File: config.mk
export PLATFORM = sky130hd
export DESIGN_NAME = run_display_ctrl
export DESIGN_NICKNAME = d
export VERILOG_FILES = /design/src/rtl/run_display_pkg.sv /design/src/rtl/page_timer.sv /design/src/rtl/run_display_ctrl.sv
export SDC_FILE = /design/constraint.sdc
export NUM_CORES = 1
export LEC_CHECK = 0
export ABC_AREA = 1
export CAP_MARGIN = 20
export CORE_ASPECT_RATIO = 1.75
export CORE_MARGIN = 2
export CORE_UTILIZATION = 40
export DETAILED_ROUTE_END_ITERATION = 8
export PLACE_DENSITY = 0.65
export SLEW_MARGIN = 20
export SYNTH_ARGS = -nofsm -noshare
export SYNTH_HDL_FRONTEND = slang
export SYNTH_SLANG_ARGS = --single-unit
File: constraint.sdc
create_clock -name Clk -period 5.2 [get_ports Clk]
set_input_delay 0.78 -clock Clk [delete_from_list [all_inputs] [get_ports Clk]]
set_output_delay 0.78 -clock Clk [all_outputs]
set_load 0.02 [all_outputs]
File: src/rtl/run_display_pkg.sv
// Shared types and constants for the run/halt display controller.
package run_display_pkg;

  // Controller phases: hold datapath in reset, run, confirm halt, show, give up.
  typedef enum logic [2:0] {
    BOOT,
    RUN,
    SETTLE,
    SHOW,
    FAULT
  } state_t;

  // Display page encodings; value 3 is never produced.
  localparam logic [1:0] PG_COORD = 2'd0;
  localparam logic [1:0] PG_SAD   = 2'd1;
  localparam logic [1:0] PG_PCWB  = 2'd2;

  // Right-hand display contents while faulted.
  localparam logic [15:0] FAULT_PATTERN = 16'hDEAD;

  // Page rotation 0 -> 1 -> 2 -> 0.
  function automatic logic [1:0] next_page(input logic [1:0] pg);
    return (pg == PG_PCWB) ? PG_COORD : pg + 2'd1;
  endfunction

endpackage

File: src/rtl/page_timer.sv
// Free-running cycle counter with synchronous clear and enable; emits a
// one-cycle tick on the last count of each CYCLES-long period.
module page_timer #(
  parameter int unsigned CYCLES = 100_000_000
) (
  input  logic clk,
  input  logic rst_n,
  input  logic clr,
  input  logic en,
  output logic tick
);

  localparam int unsigned W = (CYCLES > 1) ? $clog2(CYCLES) : 1;
  localparam logic [W-1:0] LAST = W'(CYCLES - 1);

  logic [W-1:0] cnt_reg;

  assign tick = en && !clr && (cnt_reg == LAST);

  // Count while enabled, restarting the period after each tick.
  always_ff @(posedge clk or negedge rst_n) begin
    if (!rst_n) begin
      cnt_reg <= '0;
    end else if (clr) begin
      cnt_reg <= '0;
    end else if (en) begin
      cnt_reg <= tick ? '0 : cnt_reg + W'(1);
    end
  end

endmodule

File: src/rtl/run_display_ctrl.sv
// Sequences datapath reset release, detects the terminal halt loop, latches
// the results and rotates them across the two 4-digit displays.
module run_display_ctrl
  import run_display_pkg::*;
#(
  parameter logic [31:0] HALT_PC        = 32'h0000_01FC,
  parameter int unsigned BOOT_CYCLES    = 16,
  parameter int unsigned STABLE_CYCLES  = 8,
  parameter int unsigned PAGE_CYCLES    = 100_000_000,
  parameter int unsigned TIMEOUT_CYCLES = 1_048_576
) (
  input  logic        Clk,
  input  logic        Reset,
  input  logic        Restart,
  input  logic [31:0] PCResult,
  input  logic [31:0] xCoord,
  input  logic [31:0] yCoord,
  input  logic [31:0] sad,
  input  logic [31:0] WritebackOutput,
  output logic        DpRun,
  output logic [15:0] DispLeft,
  output logic [15:0] DispRight,
  output logic [1:0]  Page,
  output logic        Done,
  output logic        Timeout
);

  localparam int unsigned STW = (STABLE_CYCLES > 1) ? $clog2(STABLE_CYCLES) : 1;
  localparam int unsigned TOW = (TIMEOUT_CYCLES > 1) ? $clog2(TIMEOUT_CYCLES) : 1;
  localparam logic [STW-1:0] STABLE_LAST = STW'(STABLE_CYCLES - 1);
  localparam logic [TOW-1:0] TMO_LAST    = TOW'(TIMEOUT_CYCLES - 1);

  state_t state_reg, state_next;
  logic [STW-1:0] stable_reg, stable_next;
  logic [TOW-1:0] tmo_reg, tmo_next;
  logic [1:0]  page_reg, page_next;
  logic        done_reg, done_next;
  logic        timeout_reg, timeout_next;
  logic        dp_run_reg;
  logic        latch_en;
  logic        halt_hit;
  logic        boot_tick, page_tick;
  logic [15:0] hold_x_reg, hold_y_reg, hold_pc_reg, hold_wb_reg;
  logic [31:0] hold_sad_reg;
  logic [15:0] left_next, right_next, left_reg, right_reg;

  // Upper halves of these buses are never displayed.
  logic unused_bits;
  assign unused_bits = ^{xCoord[31:16], yCoord[31:16], PCResult[31:16], WritebackOutput[31:16]};

  assign halt_hit = (PCResult == HALT_PC);

  page_timer #(.CYCLES(BOOT_CYCLES)) u_boot_timer (
    .clk   (Clk),
    .rst_n (Reset),
    .clr   (Restart || (state_reg != BOOT)),
    .en    (state_reg == BOOT),
    .tick  (boot_tick)
  );

  page_timer #(.CYCLES(PAGE_CYCLES)) u_page_timer (
    .clk   (Clk),
    .rst_n (Reset),
    .clr   (Restart || (state_reg != SHOW)),
    .en    (state_reg == SHOW),
    .tick  (page_tick)
  );

  // Next-state logic; Restart overrides every other transition.
  always_comb begin
    state_next   = state_reg;
    stable_next  = stable_reg;
    tmo_next     = tmo_reg;
    page_next    = page_reg;
    done_next    = done_reg;
    timeout_next = timeout_reg;
    latch_en     = 1'b0;
    if (Restart) begin
      state_next   = BOOT;
      stable_next  = '0;
      tmo_next     = '0;
      page_next    = PG_COORD;
      done_next    = 1'b0;
      timeout_next = 1'b0;
    end else begin
      case (state_reg)
        BOOT: begin
          if (boot_tick) begin
            state_next = RUN;
            tmo_next   = '0;
          end
        end
        RUN: begin
          if (tmo_reg == TMO_LAST) begin
            state_next   = FAULT;
            timeout_next = 1'b1;
          end else begin
            tmo_next = tmo_reg + TOW'(1);
            if (halt_hit) begin
              state_next  = SETTLE;
              stable_next = STW'(1);
            end
          end
        end
        SETTLE: begin
          // A confirmed halt wins over a coincident timeout.
          if (halt_hit && (stable_reg == STABLE_LAST)) begin
            state_next = SHOW;
            latch_en   = 1'b1;
            done_next  = 1'b1;
            page_next  = PG_COORD;
          end else if (tmo_reg == TMO_LAST) begin
            state_next   = FAULT;
            timeout_next = 1'b1;
          end else begin
            tmo_next = tmo_reg + TOW'(1);
            if (!halt_hit) begin
              state_next  = RUN;
              stable_next = '0;
            end else begin
              stable_next = stable_reg + STW'(1);
            end
          end
        end
        SHOW: begin
          if (page_tick) page_next = next_page(page_reg);
        end
        FAULT: ;
        default: state_next = BOOT;
      endcase
    end
  end

  // Control state registers; DpRun follows the state being entered.
  always_ff @(posedge Clk or negedge Reset) begin
    if (!Reset) begin
      state_reg   <= BOOT;
      stable_reg  <= '0;
      tmo_reg     <= '0;
      page_reg    <= PG_COORD;
      done_reg    <= 1'b0;
      timeout_reg <= 1'b0;
      dp_run_reg  <= 1'b0;
    end else begin
      state_reg   <= state_next;
      stable_reg  <= stable_next;
      tmo_reg     <= tmo_next;
      page_reg    <= page_next;
      done_reg    <= done_next;
      timeout_reg <= timeout_next;
      dp_run_reg  <= (state_next != BOOT);
    end
  end

  // Result hold registers, captured on the confirming halt sample.
  always_ff @(posedge Clk or negedge Reset) begin
    if (!Reset) begin
      hold_x_reg   <= '0;
      hold_y_reg   <= '0;
      hold_pc_reg  <= '0;
      hold_wb_reg  <= '0;
      hold_sad_reg <= '0;
    end else if (Restart) begin
      hold_x_reg   <= '0;
      hold_y_reg   <= '0;
      hold_pc_reg  <= '0;
      hold_wb_reg  <= '0;
      hold_sad_reg <= '0;
    end else if (latch_en) begin
      hold_x_reg   <= xCoord[15:0];
      hold_y_reg   <= yCoord[15:0];
      hold_pc_reg  <= PCResult[15:0];
      hold_wb_reg  <= WritebackOutput[15:0];
      hold_sad_reg <= sad;
    end
  end

  // Display source selection from the current state and page.
  always_comb begin
    left_next  = yCoord[15:0];
    right_next = xCoord[15:0];
    case (state_reg)
      SHOW: begin
        case (page_reg)
          PG_SAD: begin
            left_next  = hold_sad_reg[31:16];
            right_next = hold_sad_reg[15:0];
          end
          PG_PCWB: begin
            left_next  = hold_pc_reg;
            right_next = hold_wb_reg;
          end
          default: begin
            left_next  = hold_y_reg;
            right_next = hold_x_reg;
          end
        endcase
      end
      FAULT: begin
        left_next  = PCResult[15:0];
        right_next = FAULT_PATTERN;
      end
      default: ;
    endcase
  end

  // Display output registers.
  always_ff @(posedge Clk or negedge Reset) begin
    if (!Reset) begin
      left_reg  <= '0;
      right_reg <= '0;
    end else begin
      left_reg  <= left_next;
      right_reg <= right_next;
    end
  end

  assign DpRun     = dp_run_reg;
  assign DispLeft  = left_reg;
  assign DispRight = right_reg;
  assign Page      = page_reg;
  assign Done      = done_reg;
  assign Timeout   = timeout_reg;

endmodule

==> results.yml <==
clock_network:
  clock_latency_ns: 0.44
  htreeDepth: 4
  clock_path_buffers: 2
  cts_root_buffer: "clkbuf_16"
  post_cts_buffers: 0
  path_clk_slew_ns: 0.07
  holdBufCountCts: 0
  cts_buffers: 17
  cts_sinks: 190
  cts_tree: "done"
  cts_resized: 0
global_routing:
  grt_pass1_wl_mm: 42.8
  grt_max_degree: 105
  track_usage: 0.217
  overflow: 0
  grt_pass1_vias: 8539
  antenna_found_initial: 2
floorplan:
  die_w_um: 121
  die_area_mm2: 0.0252
  core-area_mm2: 0.0234
  start_util: 0.407
  boundaryPins: 200
  die_h_um: 208
  rows: 74
route:
  drt-vias-per-instance: 5.13
  drt-initial-drc-count: 525
  ant_nets: 0
  avgRoutedWirePerCell_um: 16.1
  drt_wl_total_mm: 26.2
  firstDrtPassIters: 5
  num_vias: 8319
  post-route-drc-count: 0
worst_setup_path:
  path_common_cell: "buf_4"
  timing.rr.start: "state_reg[2]"
  end_kind: "flip-flop"
  r2r-end: "DispLeft[9]"
  crit_arrival_ns: 3.42
  path_max_fanout: 47
  cp_num_buf_inv: 3
  cp_top_family: "buffers and inverters"
  reg2reg_setup_slack_ns: 2.11
  critPathLaunchType: "primary input"
  worstSetupPathType: "in -> reg"
  crit_chain: "clkdlybuf4s50_1 > nand4_1 > nor2_1 > nand2_1 > nor2_4 > nand3_1 > buf_4 > nand2_2 > buf_4 > o21ai_0"
  slowest_stage: "clkdlybuf4s50_1"
  r2r_cells: 7
  cp.required_ns: 5.50
  cpPeakStageDelay_ns: 0.59
pwr:
  leakage_nw: 5.14
  power_w: 0.00302
  power-per-cell-area_mw_per_mm2: 255
  ir_worst_vdd_mv: 0.187
flow_run:
  maxCapViolations: 0
cells_and_area:
  largest_reg_flops: 32
  final_layout_size_suffix_gt1_frac: 0.0767
  area_growth_pct: 23.8
  fin_nets: 1475
  final_core_util: 0.504
synth:
  netlist_instances: 1175
  synth_area_leaders: "dfrtp_1 50%, nand2_1 10%, inv_1 7.0%"
  synth_common_cells: "254 x nand2_1, 190 x dfrtp_1, 178 x inv_1"
  yosys_warnings: 0
  synth_area_mm2: 0.00954
  synth_cell_types: 45
  synth_flop_cell: "dfrtp_1"
  synth_nets: 1346
  synthArstFlopShare: 1.00
  yosysSeqAreaShare: 0.498
  post-synth-top-count-cell: "nand2_1"
  synth_top_area_frac: 0.498
  ys_seq_elements: 190
  synth_top_area_cell: "dfrtp_1"
  syn_avg_cell_area_um2: 8.12
  synth-edff-count: 0
timing:
  slew_viol_final: 0
  hold_violations: 0
  slew_headroom: 0.407
  min_period_ns: 3.11
  min_period_over_period: 0.599
  setup_viol: 0
  fmax_mhz: 321
  rsz0062_at_grt: "no"
  worst_slew_pin_slew_ns: 0.888
  tns_ns: 0
  finalClockSkew_ns: 0.00844
place:
  numPortBuffers: 151
  dp_hpwl_mm: 18.7
  routabilityCongestion: 0.915
status:
  status: "completed"
hold_path:
  hold_path_class: "in -> async"
metal layers:
layer	track usage	wire (um)	up-vias
met1	0.242	10000	3998
met3	0.0340	941	59
met2	0.395	14200	212
li1	-	-	4050
met4	0.103	1010	0
met5	0	0	-
cells in the final DEF, fill, tap and decap left out, types with 9 or more instances in the layout:
| master | synthesis | routed |
|---|---|---|
| clkdlybuf4s50_1 | 0 | 150 |
| nand4_1 | 24 | 24 |
| o221ai_1 | 9 | 9 |
| o22ai_1 | 52 | 52 |
| dfrtp_1 | 190 | 190 |
| o21ai_0 | 90 | 90 |
| nor3_1 | 13 | 13 |
| a21oi_1 | 42 | 42 |
| o21ai_2 | 20 | 20 |
| inv_1 | 178 | 178 |
| xor2_1 | 13 | 13 |
| nand2_1 | 254 | 253 |
| nor2_1 | 94 | 94 |
| clkbuf_16 | 0 | 17 |
| buf_4 | 0 | 10 |
| nand3_1 | 65 | 65 |
per-stage QoR:
stage / std cells / instance area, um2 / setup WS, ns / hold WS [ns]
finish: 1622 / 11800 / 2.09 / 0.419
global route: 1622 / 11800 / 1.93 / 0.497
CTS: 1620 / 11800 / 2.09 / 0.480
detailed placement: 1589 / 11200 / 1.62 / 0.470
global placement: 1589 / 11200 / 1.71 / 0.453
floorplan: 1175 / 9540 / 3.26 / 0.433
cell families (layout without fill, tap and decap cells):
family          Yosys count  after routing  share of synthesized area
flops                   190            190                      0.498
fa+ha+maj                 8              8                     0.0105
buf+inv                 240            381                      0.104
other cells               0              2                          0
compound gates          231            231                      0.143
simple gates            488            488                      0.228
xor+xnor                 18             18                     0.0165
area by class of cell:
type	instances	area, um2
Clock inverter	10	104
Multi-Input combinational cell	745	3800
Clock buffer	21	470
Timing Repair Buffer	161	1590
Sequential cell	190	4750
Antenna cell	2	5.00
Tap cell	304	380
Fill cell	2282	11600
Inverter	189	712
worst max-delay path by stage:
| stage | from | endpoint | slack, ns | depth (start not counted) |
|---|---|---|---|---|
| after floorplan | PCResult[11] | Timeout | 3.26 | 12 |
| after global placement | PCResult[3] | hold_sad_reg[25] | 1.71 | 10 |
| after detailed placement | PCResult[3] | hold_sad_reg[17] | 1.62 | 10 |
| after CTS | PCResult[3] | hold_pc_reg[7] | 2.09 | 10 |
| after global routing | PCResult[1] | hold_pc_reg[7] | 1.93 | 11 |
| final | PCResult[3] | hold_sad_reg[17] | 2.09 | 10 |
power breakdown:
group,leakage [nW],internal (W),total [W],switching (W)
Combinational,2.28,0.000115,0.000231,0.000116
Sequential,2.58,0.00149,0.00150,0.00000644
Clock,0.281,0.000703,0.00129,0.000585
No activity file was read; power rests on OpenSTA's default activity.
